### src/rtl/pxs_score_overlay_multi_pkg.sv
// pxs_score_overlay_multi_pkg: PixelStream field layout, update FSM states and the 8x8 digit font.
//   No ports; imported by pxs_score_overlay_multi.
//   Stream layout (26 bits): [25] HS, [24] VS, [23] Active, [22:20] RGB, [19:10] XC, [9:0] YC.
package pxs_score_overlay_multi_pkg;
    localparam int PXS_W  = 26;
    localparam int ACT_B  = 23;
    localparam int RGB_LO = 20;
    localparam int XC_LO  = 10;
    localparam int YC_LO  = 0;

    typedef enum logic [1:0] {ST_IDLE, ST_LOAD, ST_CONV, ST_COMMIT} state_t;

    // Glyph ROM addressed as {digit,row,col}; row 0 is the top, col 0 the leftmost pixel.
    // Codes 10..15 are blank.
    function automatic logic glyph_bit(input logic [3:0] dig, input logic [2:0] row, input logic [2:0] col);
        logic [63:0] g;
        case (dig)
            4'd0:    g = 64'h3C666E7666663C00;
            4'd1:    g = 64'h1838181818187E00;
            4'd2:    g = 64'h3C66060C30607E00;
            4'd3:    g = 64'h3C66061C06663C00;
            4'd4:    g = 64'h0C1C3C6C7E0C0C00;
            4'd5:    g = 64'h7E607C0606663C00;
            4'd6:    g = 64'h3C607C6666663C00;
            4'd7:    g = 64'h7E060C1830303000;
            4'd8:    g = 64'h3C66663C66663C00;
            4'd9:    g = 64'h3C66663E060C3800;
            default: g = '0;
        endcase
        return g[{~row, ~col}];
    endfunction
endpackage

### src/rtl/pxs_bin2bcd.sv
// pxs_bin2bcd: iterative double-dabble binary to BCD converter.
//   clk, rst_n  clock, async active-low reset
//   start_i     begin a conversion of bin_i (ignored while busy_o)
//   bin_i       binary value
//   busy_o      conversion in progress
//   done_o      one-cycle pulse, BIN_W+1 cycles after start; bcd_o valid from here until next start
//   bcd_o       DIGITS packed BCD digits, most significant in the top nibble
//   ovf_o       value did not fit in DIGITS decimal digits (bcd_o is then meaningless)
module pxs_bin2bcd #(
    parameter int BIN_W  = 8,
    parameter int DIGITS = 3
) (
    input  logic                  clk,
    input  logic                  rst_n,
    input  logic                  start_i,
    input  logic [BIN_W-1:0]      bin_i,
    output logic                  busy_o,
    output logic                  done_o,
    output logic [4*DIGITS-1:0]   bcd_o,
    output logic                  ovf_o
);
    localparam int          CW   = $clog2(BIN_W + 1);
    localparam logic [31:0] MAXV = 32'(10 ** DIGITS - 1);

    logic [BIN_W-1:0]    sh_q;
    logic [4*DIGITS-1:0] bcd_q, adj;
    logic [CW-1:0]       cnt_q;
    logic                busy_q, done_q, ovf_q;

    always_comb begin
        adj = bcd_q;
        for (int i = 0; i < DIGITS; i++)
            if (bcd_q[4*i +: 4] > 4'd4) adj[4*i +: 4] = bcd_q[4*i +: 4] + 4'd3;
    end

    // Overflow is decided up front; digits lost off the top of the short BCD register don't matter.
    always_ff @(posedge clk or negedge rst_n) begin
        if (!rst_n) begin
            sh_q   <= '0;
            bcd_q  <= '0;
            cnt_q  <= '0;
            busy_q <= 1'b0;
            done_q <= 1'b0;
            ovf_q  <= 1'b0;
        end else begin
            done_q <= 1'b0;
            if (start_i && !busy_q) begin
                sh_q   <= bin_i;
                bcd_q  <= '0;
                cnt_q  <= CW'(BIN_W);
                busy_q <= 1'b1;
                ovf_q  <= 32'(bin_i) > MAXV;
            end else if (busy_q) begin
                {bcd_q, sh_q} <= {adj, sh_q} << 1;
                cnt_q         <= cnt_q - 1'b1;
                if (cnt_q == CW'(1)) begin
                    busy_q <= 1'b0;
                    done_q <= 1'b1;
                end
            end
        end
    end

    assign busy_o = busy_q;
    assign done_o = done_q;
    assign bcd_o  = bcd_q;
    assign ovf_o  = ovf_q;
endmodule

### src/rtl/pxs_score_overlay_multi.sv
// pxs_score_overlay_multi: draws NUM_SCORES decimal score fields as scaled 8x8 glyphs over a PixelStream.
//   px_clk         pixel clock
//   rst_n          async active-low reset
//   scores         binary scores, field k at [k*SCORE_W +: SCORE_W], sampled once per frame
//   RGBStr_i       incoming 26-bit PixelStream
//   RGBStr_o       PixelStream with overlay, fixed 2-cycle latency
//   score_updated  one-cycle pulse when freshly converted digits reach the display
module pxs_score_overlay_multi
    import pxs_score_overlay_multi_pkg::*;
#(
    parameter int                        NUM_SCORES  = 2,
    parameter int                        SCORE_W     = 8,
    parameter int                        DIGITS      = 3,
    parameter int                        SCALE_LOG2  = 2,
    parameter int                        DIGIT_GAP   = 4,
    parameter logic [NUM_SCORES*10-1:0]  POS_X       = {10'd448, 10'd128},
    parameter logic [NUM_SCORES*10-1:0]  POS_Y       = {10'd32, 10'd32},
    parameter logic [NUM_SCORES*3-1:0]   INK         = {3'b010, 3'b101},
    parameter bit                        BLANK_LZ    = 1'b1,
    parameter int                        VISIBLECOLS = 640,
    parameter int                        VISIBLEROWS = 480
) (
    input  logic                          px_clk,
    input  logic                          rst_n,
    input  logic [NUM_SCORES*SCORE_W-1:0] scores,
    input  logic [PXS_W-1:0]              RGBStr_i,
    output logic [PXS_W-1:0]              RGBStr_o,
    output logic                          score_updated
);
    localparam int CELL  = 8 << SCALE_LOG2;
    localparam int PITCH = CELL + DIGIT_GAP;
    localparam int BW    = 4 * DIGITS;
    localparam int IW    = NUM_SCORES > 1 ? $clog2(NUM_SCORES) : 1;

    state_t                                state_q;
    logic [IW-1:0]                         idx_q;
    logic                                  start_q, upd_q;
    logic [NUM_SCORES-1:0][SCORE_W-1:0]    lat_q;
    logic [NUM_SCORES-1:0][BW-1:0]         shadow_q, disp_q;
    logic                                  conv_busy, conv_done, conv_ovf;
    logic [BW-1:0]                         conv_bcd;
    logic                                  endframe;
    logic [PXS_W-1:0]                      s1_q, out_q;
    logic [NUM_SCORES-1:0]                 hit_d, hit_q;
    logic [NUM_SCORES-1:0][3:0]            dig_d, dig_q;
    logic [NUM_SCORES-1:0][2:0]            row_d, row_q, col_d, col_q;
    logic [2:0]                            rgb_d;
    int                                    ox, oy;
    logic                                  lz;

    assign endframe = RGBStr_i[XC_LO +: 10] == 10'(VISIBLECOLS - 1) &&
                      RGBStr_i[YC_LO +: 10] == 10'(VISIBLEROWS - 1);

    pxs_bin2bcd #(.BIN_W(SCORE_W), .DIGITS(DIGITS)) u_bcd (
        .clk     (px_clk),
        .rst_n   (rst_n),
        .start_i (start_q),
        .bin_i   (lat_q[idx_q]),
        .busy_o  (conv_busy),
        .done_o  (conv_done),
        .bcd_o   (conv_bcd),
        .ovf_o   (conv_ovf)
    );

    // Conversions land in the shadow; the display only changes in COMMIT, during vblank.
    always_ff @(posedge px_clk or negedge rst_n) begin
        if (!rst_n) begin
            state_q  <= ST_IDLE;
            idx_q    <= '0;
            start_q  <= 1'b0;
            upd_q    <= 1'b0;
            lat_q    <= '0;
            shadow_q <= '0;
            disp_q   <= '0;
        end else begin
            start_q <= 1'b0;
            upd_q   <= 1'b0;
            case (state_q)
                ST_IDLE: if (endframe) state_q <= ST_LOAD;
                ST_LOAD: if (!conv_busy) begin
                    lat_q   <= scores;
                    idx_q   <= '0;
                    start_q <= 1'b1;
                    state_q <= ST_CONV;
                end
                ST_CONV: if (conv_done) begin
                    shadow_q[idx_q] <= conv_ovf ? {DIGITS{4'd9}} : conv_bcd;
                    if (idx_q == IW'(NUM_SCORES - 1)) state_q <= ST_COMMIT;
                    else begin
                        idx_q   <= idx_q + 1'b1;
                        start_q <= 1'b1;
                    end
                end
                ST_COMMIT: begin
                    disp_q  <= shadow_q;
                    upd_q   <= 1'b1;
                    state_q <= ST_IDLE;
                end
                default: state_q <= ST_IDLE;
            endcase
        end
    end

    // Stage 1: locate the pixel inside each field's digit cells. lz tracks the run of leading
    // zeros from the most significant digit; the rightmost cell is never blanked.
    always_comb begin
        hit_d = '0;
        dig_d = '0;
        row_d = '0;
        col_d = '0;
        ox    = 0;
        oy    = 0;
        lz    = 1'b0;
        for (int k = 0; k < NUM_SCORES; k++) begin
            ox       = int'(RGBStr_i[XC_LO +: 10]) - int'(POS_X[10*k +: 10]);
            oy       = int'(RGBStr_i[YC_LO +: 10]) - int'(POS_Y[10*k +: 10]);
            lz       = BLANK_LZ;
            row_d[k] = 3'(oy >> SCALE_LOG2);
            for (int d = 0; d < DIGITS; d++) begin
                lz = lz && disp_q[k][BW-4-4*d +: 4] == 4'd0 && d != DIGITS - 1;
                if (oy >= 0 && oy < CELL && ox >= d*PITCH && ox < d*PITCH + CELL && !lz) begin
                    hit_d[k] = 1'b1;
                    dig_d[k] = disp_q[k][BW-4-4*d +: 4];
                    col_d[k] = 3'((ox - d*PITCH) >> SCALE_LOG2);
                end
            end
        end
    end

    // Stage 2: scanning from the highest index down lets the lowest lit field win overlaps.
    always_comb begin
        rgb_d = s1_q[RGB_LO +: 3];
        for (int k = NUM_SCORES - 1; k >= 0; k--)
            if (s1_q[ACT_B] && hit_q[k] && glyph_bit(dig_q[k], row_q[k], col_q[k])) rgb_d = INK[3*k +: 3];
    end

    always_ff @(posedge px_clk or negedge rst_n) begin
        if (!rst_n) begin
            s1_q  <= '0;
            hit_q <= '0;
            dig_q <= '0;
            row_q <= '0;
            col_q <= '0;
            out_q <= '0;
        end else begin
            s1_q  <= RGBStr_i;
            hit_q <= hit_d;
            dig_q <= dig_d;
            row_q <= row_d;
            col_q <= col_d;
            out_q <= {s1_q[PXS_W-1:RGB_LO+3], rgb_d, s1_q[RGB_LO-1:0]};
        end
    end

    assign RGBStr_o      = out_q;
    assign score_updated = upd_q;
endmodule

### config.mk
export PLATFORM = sky130hd
export DESIGN_NAME = pxs_score_overlay_multi
export DESIGN_NICKNAME = d
export VERILOG_FILES = /design/src/rtl/pxs_score_overlay_multi_pkg.sv /design/src/rtl/pxs_bin2bcd.sv /design/src/rtl/pxs_score_overlay_multi.sv
export SDC_FILE = /design/constraint.sdc
export NUM_CORES = 1
export LEC_CHECK = 0
export ABC_AREA = 0
export ABC_CLOCK_PERIOD_IN_PS = 7250
export CELL_PAD_IN_SITES_DETAIL_PLACEMENT = 1
export CELL_PAD_IN_SITES_GLOBAL_PLACEMENT = 1
export CORE_UTILIZATION = 50
export CTS_BUF_LIST = sky130_fd_sc_hd__clkbuf_16
export DETAILED_ROUTE_END_ITERATION = 10
export PLACE_DENSITY_LB_ADDON = 0.1
export SLEW_MARGIN = 20
export SYNTH_ARGS = -nofsm -noshare
export SYNTH_HDL_FRONTEND = slang
export SYNTH_SLANG_ARGS = --single-unit
### constraint.sdc
create_clock -name px_clk -period 7.25 [get_ports px_clk]
set_input_delay 2.175 -clock px_clk [delete_from_list [all_inputs] [get_ports px_clk]]
set_output_delay 2.175 -clock px_clk [all_outputs]
set_load 0.02 [all_outputs]
==> results.md, run 1 <==
* Num CTS Buffers at 17
* Dpl ws at 1640 ps
* Critical path class: input port to register
* HPWL after DPL at 15.4 mm
* DRC viols at 0
* Num ports at 71
* Worst Slack Setup Final at 1960 ps
* # Post-CTS Setup Buffers at 0
* Clock root buffer: clkbuf_16
* Layout fillers at 1788
* Largest net degree at the start of global routing at 107
* Final Net Count at 959
* RSZ-0062 raised after global routing: false
* Worst skew pair latency at 420 ps
* Worst-case hold slack at 349 ps
* Finished Layout Cells at 1110
* Cell Rows at 47
* Total power at 2.63 mW
* Syn_nets at 918
* Vias at 6627
* Status: completed
* Pwr/cell area at 269 mW/mm^2
* Gr usage total at 26.7%
* Area growth syn-to-layout at 15.8%
* Antenna-violating nets left at 0
* Req. time, crit path at 7540 ps
* Min-delay src: s1_q[12]$_DFF_PN0_
* Share of layout cells above drive strength 1 at 10.9%
* Final Hold Fails at 0
* Synthesized area at 0.00844 sq mm
* Yosys Warn Count at 0
* Worst-path clk slew at 60 ps
* GRT overflow at 0
* Number of synthesized flops with an enable pin at 0
* Placer Congestion at 0.883
* Number of max-cap violations at 0
* Final setup viols at 0
* Critical path arrival at 5570 ps
* Seq/Total Area, Yosys at 48.3%
* Placed Cells at 1078
* Global-route wire length before repair at 36.8 mm
* Clock Sinks at 163
* Fin. max-slew vios at 0
* Die area at 0.0174 sq mm
* Post-synthesis cell type count at 74
* Worst min-delay path class: register to register
* Initial antenna violation count at 0
* Starting Density at 51.1%
* Die X at 132 microns
* Async S/R FF share, synth at 100%
* CTS resizes at 0
* Part of the cycle the worst path needs at 73.0%
* Placed Area at 0.00923 sq mm
* Util after Layout at 59.1%
* Worst slew margin at 29.3%
* Design Area, Final at 0.00977 sq mm
* Slew @ Worst Pin at 1060 ps
* Synth Flop Type: dfrtp_1
* Maximum VDD drop at 0.000192 V
* Worst-case clock buffer depth at 2
* Core Box Area at 0.0165 sq mm
* Chip height at 132 microns
* Max FO, Critical Path at 11
* 1st-iter DRT viols at 444
* Via density at 5.97
* Max frequency at 189 MHz
* Syn Area/Cell at 10.1 sq um
* Port bufs at 70
* Final wirelength at 22.1 mm
* Worst setup EP type: register
* H-tree Lvls at 4
* Syn Inst Count at 836
* Startpoint Class: input port
* Min cycle time layout at 5290 ps
* Setup_tns at 0 ps
* CTS Hold Bufs at 0
* Worst Setup SP: RGBStr_i[17]
* Router iterations before antenna repair at 7
* Vias in the first global route at 7066
* Wire per inst at 19.9 microns
* Register bit total from synthesis at 163
* R2R Path Start: dig_q[1]$_DFF_PN0_
* CTS tree: yes
* Ant. Diodes at 0
* Clock Skew at 12.9 ps
* Pleak at 4.21 nW
-- sequential cells by signal (all words and copies together), names as in the netlist, 6 cells and up --
name         cells
dig_q            8
s1_q            24
col_q            6
u_bcd.sh_q       8
lat_q           16
shadow_q        24
u_bcd.bcd_o     12
RGBStr_o        26
disp_q          24
-- power by group --
part           internal (mW)  leakage, nW  switching, mW
Combinational          0.272         1.86          0.335
Sequential              1.07         2.09          0.129
Clock                  0.441        0.264          0.382
Total                   1.78         4.21          0.846
-- cell usage after synthesis (6+ instances only) --
master / count / share of area (%)
o211ai_1: 10 / 0.89
buf_2: 17 / 1.0
nand4_1: 7 / 0.52
dfrtp_1: 163 / 48
mux2i_1: 21 / 2.5
mux2_2: 51 / 6.8
clkbuf_1: 32 / 1.4
o31ai_1: 9 / 0.80
nor2_1: 39 / 1.7
ha_1: 38 / 5.6
a21oi_1: 45 / 2.7
inv_1: 50 / 2.2
and2_1: 7 / 0.52
nand2b_1: 12 / 0.89
o21ai_0: 81 / 4.8
nor3_1: 16 / 0.95
nor2b_1: 14 / 1.0
o22ai_1: 6 / 0.44
nand3_1: 10 / 0.59
nand2_1: 76 / 3.4
nand3b_1: 6 / 0.53
a31oi_1: 10 / 0.74
-- final timing paths --
check,to,slack (ps),cells past startpoint
min in group asynchronous,RGBStr_o[1]$_DFF_PN0_,1890,1
max,dig_q[1]$_DFF_PN0_,1960,10
min,RGBStr_o[12]$_DFF_PN0_,350,0
max reg2reg,RGBStr_o[22]$_DFF_PN0_,4070,9
max in group asynchronous,shadow_q[0]$_DFFE_PN0P_,4030,2
min reg2reg,RGBStr_o[12]$_DFF_PN0_,350,0
-- cell families (layout without fill, tap and decap cells) --
family                     count (synthesis)  in the layout  share of synthesized area [%]
AOI/OAI and AO/OA                        230            230                           17.8
and+or+nand+nor                          224            224                           13.5
DFF                                      163            163                           48.3
buffers and inverters                    103            157                           4.83
muxes                                     72             72                           9.30
adders and majority gates                 38             38                           5.63
xor gates and xnor gates                   6              6                          0.623
-- cell usage in the layout, fill, tap and decap left out, types with 5 or more instances in the layout --
master,Yosys,routed
a21oi_1,45,45
a221oi_1,5,5
a311oi_1,5,5
a31oi_1,10,10
and2_1,7,7
and3_1,5,5
clkbuf_16,0,17
clkdlybuf4s50_1,0,69
clkinv_1,1,5
dfrtp_1,163,163
ha_1,38,37
inv_1,50,51
mux2_2,51,51
mux2i_1,21,21
nand2_1,76,76
nand2b_1,12,12
nand3_1,10,10
nand3b_1,6,6
nand4_1,7,7
nor2_1,39,39
nor2b_1,14,14
nor3_1,16,16
nor4_1,5,5
o211ai_1,10,10
o21ai_0,81,81
o22ai_1,6,6
o311ai_0,5,5
o31ai_1,9,9
xnor2_1,5,5
-- critical path, cell delays in order --
cell	delay, ps
clkdlybuf4s50_1	660
inv_1	130
ha_1	260
or2_1	230
o21ai_2	140
or4b_4	530
a311oi_2	690
nor2_1	230
a222oi_1	410
inv_1	120
-- metal layers --
metal / routed length, microns / part of all wire, % / global-route usage [%]
met1: 9490 / 43 / 33.5
met2: 11500 / 52 / 46.5
met3: 670 / 3.0 / 4.58
met4: 463 / 2.1 / 8.91
met5: 0 / 0 / 0
-- cell type report --
class | count | area [sq um] | area share, %
multi-input combinational | 570 | 3960 | 40.5
inverter | 51 | 191 | 1.96
timing repair buffer | 74 | 732 | 7.49
tap | 220 | 275 | 2.82
sequential | 163 | 4080 | 41.8
clock buffer | 17 | 425 | 4.35
clock inverter | 15 | 111 | 1.14
Note: power is estimated with default switching activity, not from simulation.
==> inputs of run 2 (changes only) <==
Settings changed: ABC_CLOCK_PERIOD_IN_PS 7250 to 4600, CORE_UTILIZATION 50 to 42.
Clock period 7.25 ns to 4.6 ns, I/O delays scaled along.
==> run 2 against run 1 <==
  * Worst setup slack got worse by 1300 ps
  * Core utilization down 8.4 points
  * Largest power group unchanged
  * Sequential power is 58% higher
  * First-iteration DRC count down 21%
  * Via count shrank 1.6%
  * Combinational power increased by 58%
  * Sequential share of layout area is 0.70 points lower
  * Routed wire length up 0.57%
  * Critical path depth unchanged
  * Largest cell class unchanged
  * Clock skew down 1.1 ps
  * Highest routed layer unchanged
  * Die area up 19%
==> results.md, run 2 (synthesized netlist as in run 1, its figures left out) <==
* Number of max-cap violations at 0 (unchanged)
* Router iterations before antenna repair at 5 (was 7)
* Via density at 5.64 (was 5.97)
* Critical path arrival at 4230 ps (was 5570 ps)
* Final Net Count at 962 (was 959)
* Die area at 0.0207 sq mm (was 0.0174 sq mm)
* Ant. Diodes at 0 (unchanged)
* Share of layout cells above drive strength 1 at 11.7% (was 10.9%)
* R2R Path Start: dig_q[1]$_DFF_PN0_ (unchanged)
* Placed Area at 0.00931 sq mm (was 0.00923 sq mm)
* Final wirelength at 22.2 mm (was 22.1 mm)
* CTS resizes at 0 (unchanged)
* Max frequency at 257 MHz
* Fin. max-slew vios at 0 (unchanged)
* FF-to-FF setup slack at 1420 ps (was 4070 ps)
* Design Area, Final at 0.00994 sq mm (was 0.00977 sq mm)
* Req. time, crit path at 4940 ps (was 7540 ps)
* Max FO, Critical Path at 9 (was 11)
* CTS Hold Bufs at 0 (unchanged)
* Startpoint Class: input port (unchanged)
* # Post-CTS Setup Buffers at 0 (unchanged)
* H-tree Lvls at 4 (unchanged)
* CP endpoint: col_q[2]$_DFF_PN0_ (was dig_q[1]$_DFF_PN0_)
* Die X at 144 microns (was 132 microns)
* DRC viols at 0 (unchanged)
* 1st-iter DRT viols at 351 (was 444)
* Clock root buffer: clkbuf_16 (unchanged)
* Clock Skew at 11.8 ps (was 12.9 ps)
* Placer Congestion at 0.908 (was 0.883)
* Vias at 6522 (was 6627)
* Vias in the first global route at 7039 (was 7066)
* Worst setup EP type: register (unchanged)
* Worst-path clk slew at 70 ps (was 60 ps)
* Initial antenna violation count at 0 (unchanged)
* R2R depth at 9 (unchanged)
* Port bufs at 70 (unchanged)
* Clock Sinks at 163 (unchanged)
* Status: completed (unchanged)
* Worst min-delay path class: register to register (unchanged)
* Commonest cells after routing, fill and taps aside: dfrtp_1, o21ai_0, nand2_1 (unchanged)
* Worst skew pair latency at 430 ps (was 420 ps)
* Chip height at 144 microns (was 132 microns)
* Setup_tns at 0 ps (unchanged)
* Largest net degree at the start of global routing at 110 (was 107)
* Worst slew margin at 31.3% (was 29.3%)
* Util after Layout at 50.7% (was 59.1%)
* CTS tree: yes (unchanged)
* Core Box Area at 0.0196 sq mm (was 0.0165 sq mm)
* Gr usage total at 23.3% (was 26.7%)
* Most common cell after layout, fill and taps aside: dfrtp_1 (unchanged)
* Global-route wire length before repair at 37.3 mm (was 36.8 mm)
* Maximum VDD drop at 0.000329 V (was 0.000192 V)
* Cell Rows at 51 (was 47)
* Num ports at 71 (unchanged)
* Worst Setup SP: RGBStr_i[17] (unchanged)
* GRT overflow at 0 (unchanged)
* Pleak at 4.26 nW (was 4.21 nW)
* Min-delay src: s1_q[9]$_DFF_PN0_ (was s1_q[12]$_DFF_PN0_)
* Area growth syn-to-layout at 17.7% (was 15.8%)
* Num CTS Buffers at 17 (unchanged)
* RSZ-0062 raised after global routing: false (unchanged)
* Slew @ Worst Pin at 1030 ps (was 1060 ps)
* Wire per inst at 19.2 microns (was 19.9 microns)
* Min cycle time layout at 3890 ps
* Layout fillers at 2169 (was 1788)
* Antenna-violating nets left at 0 (unchanged)
* Final Hold Fails at 0 (unchanged)
* Starting Density at 43.1% (was 51.1%)
* Part of the cycle the worst path needs at 84.6%
* Critical path class: input port to register (unchanged)
* Reg2reg end: RGBStr_o[20]$_DFF_PN0_ (was RGBStr_o[22]$_DFF_PN0_)
* Largest register FFs at 26 (unchanged)
* Pwr/cell area at 431 mW/mm^2 (was 269 mW/mm^2)
* Worst-case hold slack at 347 ps (was 349 ps)
* Worst-case clock buffer depth at 2 (unchanged)
* Final setup viols at 0 (unchanged)
* HPWL after DPL at 15.6 mm (was 15.4 mm)
-- run 2: cell type report --
type	instances	area [sq um]	share of cell area (%)
Timing Repair Buffer	77	787	7.92
Inverter	51	191	1.93
Clock inverter	14	166	1.67
Tap cell	265	332	3.34
Clock buffer	17	425	4.28
Multi-Input combinational cell	570	3960	39.8
Sequential cell	163	4080	41.1
-- run 2: worst min-delay path by stage --
stage / slack (ps) / cells after the start / to
2_1_floorplan: 330 / 0 / RGBStr_o[0]$_DFF_PN0_
3_3_place_gp: 330 / 0 / RGBStr_o[19]$_DFF_PN0_
3_5_place_dp: 340 / 0 / RGBStr_o[15]$_DFF_PN0_
4_1_cts: 350 / 0 / RGBStr_o[9]$_DFF_PN0_
5_1_grt: 360 / 0 / RGBStr_o[24]$_DFF_PN0_
6_report: 350 / 0 / RGBStr_o[9]$_DFF_PN0_
-- run 2: report_power, final --
group	internal [mW]	total, mW	switching, mW
registers	1.68	1.88	0.200
logic	0.434	0.957	0.523
clock network	0.815	1.45	0.635
-- run 2: routing by layer --
metal	GRT usage [%]	vias up	wire, microns
met3	3.67	22	477
met5	0	-	0
met1	29.0	3326	9860
met2	40.8	93	11600
li1	-	3081	-
met4	8.01	0	303
-- run 2: per-stage QoR --
step                      cells  setup slack [ps]  total power, mW
final                      1157               708             4.29
after global routing       1157               537             4.54
after CTS                  1156               736             4.33
after detailed placement   1125               278             2.86
after global placement     1125               499             2.77
after floorplan             836              1360             2.51
-- run 2: worst max-delay path: stages --
cell and delay [ps]:
clkdlybuf4s50_1 670, inv_1 130, ha_1 250, or2_1 230, o21ai_2 160, or4b_4 530, a2111oi_4 430, o21bai_1 190
a21oi_1 90, mux2i_1 160
==> inputs of run 3 (changes only) <==
Settings changed: ABC_CLOCK_PERIOD_IN_PS 4600 to 3300.
Clock period 4.6 ns to 3.3 ns, I/O delays scaled along.
==> run 3 against run 2 <==
  * Final cell count increased by 3.6%
  * Power increased by 39%
  * Clock skew decreased by 3.1 ps
  * Global-route usage increased by 0.64 points
==> results.md, run 3 (synthesized netlist as in run 1, its figures left out) <==
* Status: completed (unchanged)
* Router iterations before antenna repair at 5 (unchanged)
* Initial antenna violation count at 0 (unchanged)
* # Post-CTS Setup Buffers at 0 (unchanged)
* Clock Sinks at 163 (unchanged)
* Worst-case hold slack at 349 ps (was 347 ps)
* Worst skew pair latency at 430 ps (about the same)
* HPWL after DPL at 16.8 mm (was 15.6 mm)
* Slew @ Worst Pin at 1050 ps (was 1030 ps)
* Num CTS Buffers at 17 (unchanged)
* RSZ-0062 raised after global routing: false (unchanged)
* Finished Layout Cells at 1199 (was 1157)
* R2R depth at 9 (unchanged)
* Number of max-cap violations at 0 (unchanged)
* Pleak at 4.47 nW (was 4.26 nW)
* Fin. max-slew vios at 0 (unchanged)
* Critical path arrival at 3510 ps (was 4230 ps)
* GRT overflow at 0 (unchanged)
* Most common cell after layout, fill and taps aside: dfrtp_1 (unchanged)
* Setup_tns at 0 ps (unchanged)
* Final wirelength at 22.5 mm (was 22.2 mm)
* Die X at 144 microns (unchanged)
* Placer Congestion at 0.880 (was 0.908)
* Area growth syn-to-layout at 21.6% (was 17.7%)
* Chip height at 144 microns (unchanged)
* DRC viols at 0 (unchanged)
* Final Hold Fails at 0 (unchanged)
* Startpoint Class: input port (unchanged)
* CTS tree: yes (unchanged)
* Core Box Area at 0.0196 sq mm (unchanged)
* Max frequency at 318 MHz
* H-tree Lvls at 4 (unchanged)
* Maximum VDD drop at 0.000404 V (was 0.000329 V)
* Final setup viols at 0 (unchanged)
* Die area at 0.0207 sq mm (unchanged)
* Max FO, Critical Path at 4 (was 9)
* Worst Slack Setup Final at 157 ps (was 708 ps)
* 1st-iter DRT viols at 314 (was 351)
* Vias in the first global route at 7435 (was 7039)
* Worst-path clk slew at 70 ps (about the same)
* Min cycle time layout at 3140 ps
* Global-route wire length before repair at 38.2 mm (was 37.3 mm)
* Placed Cells at 1167 (was 1125)
* Worst setup EP type: register (unchanged)
* Largest net degree at the start of global routing at 68 (was 110)
* Num ports at 71 (unchanged)
* Critical path class: input port to register (unchanged)
* Port bufs at 70 (unchanged)
* Largest register FFs at 26 (unchanged)
* Wire per inst at 18.8 microns (was 19.2 microns)
* CTS Hold Bufs at 0 (unchanged)
* Ant. Diodes at 0 (unchanged)
* Pwr/cell area at 580 mW/mm^2 (was 431 mW/mm^2)
* Cell Rows at 51 (unchanged)
* Clock Skew at 8.65 ps (was 11.8 ps)
* Req. time, crit path at 3670 ps (was 4940 ps)
* Worst slew margin at 30.2% (was 31.3%)
* Starting Density at 43.1% (unchanged)
* CTS resizes at 0 (unchanged)
* Gr usage total at 23.9% (was 23.3%)
* Clock root buffer: clkbuf_16 (unchanged)
* Share of layout cells above drive strength 1 at 15.4% (was 11.7%)
* Dpl ws at -233 ps (was 278 ps)
* Commonest cells after routing, fill and taps aside: dfrtp_1, o21ai_0, nand2_1 (unchanged)
* Vias at 6690 (was 6522)
* Worst min-delay path class: register to register (unchanged)
* Part of the cycle the worst path needs at 95.2%
* Worst-case clock buffer depth at 2 (unchanged)
* Via density at 5.58 (was 5.64)
* Hold path depth at 0 (unchanged)
* Antenna-violating nets left at 0 (unchanged)
* Final Net Count at 1003 (was 962)
* Util after Layout at 52.4% (was 50.7%)
==> run 3: report_power, final <==
group          total, mW  leakage, nW  internal, mW  switching [mW]
Combinational       1.35         2.10         0.627           0.727
Sequential          2.62         2.09          2.34           0.282
Clock               1.98        0.287          1.08           0.901
Total               5.96         4.47          4.05            1.91
==> run 3: worst max-delay path, stage by stage <==
cell             delay, ps
clkdlybuf4s50_1        500
inv_1                   80
ha_1                   210
nor2_1                 140
a31oi_1                160
or4b_4                 530
buf_4                  170
nand4b_2               240
nor2_1                 270
a222oi_1               150
inv_1                   80
==> run 3: worst paths after layout <==
kind                                    start                      to  slack, ps
min in group asynchronous               rst_n   RGBStr_o[1]$_DFF_PN0_        540
max                               RGBStr_i[5]      dig_q[1]$_DFF_PN0_        160
max in group asynchronous               rst_n  u_bcd.done_o$_DFF_PN0_       2030
max reg2reg                dig_q[3]$_DFF_PN0_  RGBStr_o[21]$_DFF_PN0_        600
min                         s1_q[1]$_DFF_PN0_   RGBStr_o[1]$_DFF_PN0_        350
min reg2reg                 s1_q[1]$_DFF_PN0_   RGBStr_o[1]$_DFF_PN0_        350
==> run 3: layout make-up <==
cell class,instances,area [sq um]
fill,2140,9330
sequential,163,4080
multi-input combinational,570,3950
timing repair buffer,118,1110
clock buffer,17,425
tap,265,332
inverter,51,191
clock inverter,15,171
==> run 3: per-layer routing <==
metal  up-vias  wire (microns)  GRT usage, %  share of wire [%]
met1      3408            9730          28.8                 43
met4         0             392          8.06                1.7
met2        93           11900          43.2                 53
met3        30             557          3.70                2.5
li1       3159               -             -                  -
met5         -               0             0                  0
==> run 3: stage by stage <==
stage / power, mW / area (sq um)
after floorplan: 3.50 / 8440
after global placement: 3.90 / 9670
after detailed placement: 4.03 / 9670
after CTS: 6.04 / 10300
after global routing: 6.32 / 10300
final: 5.96 / 10300
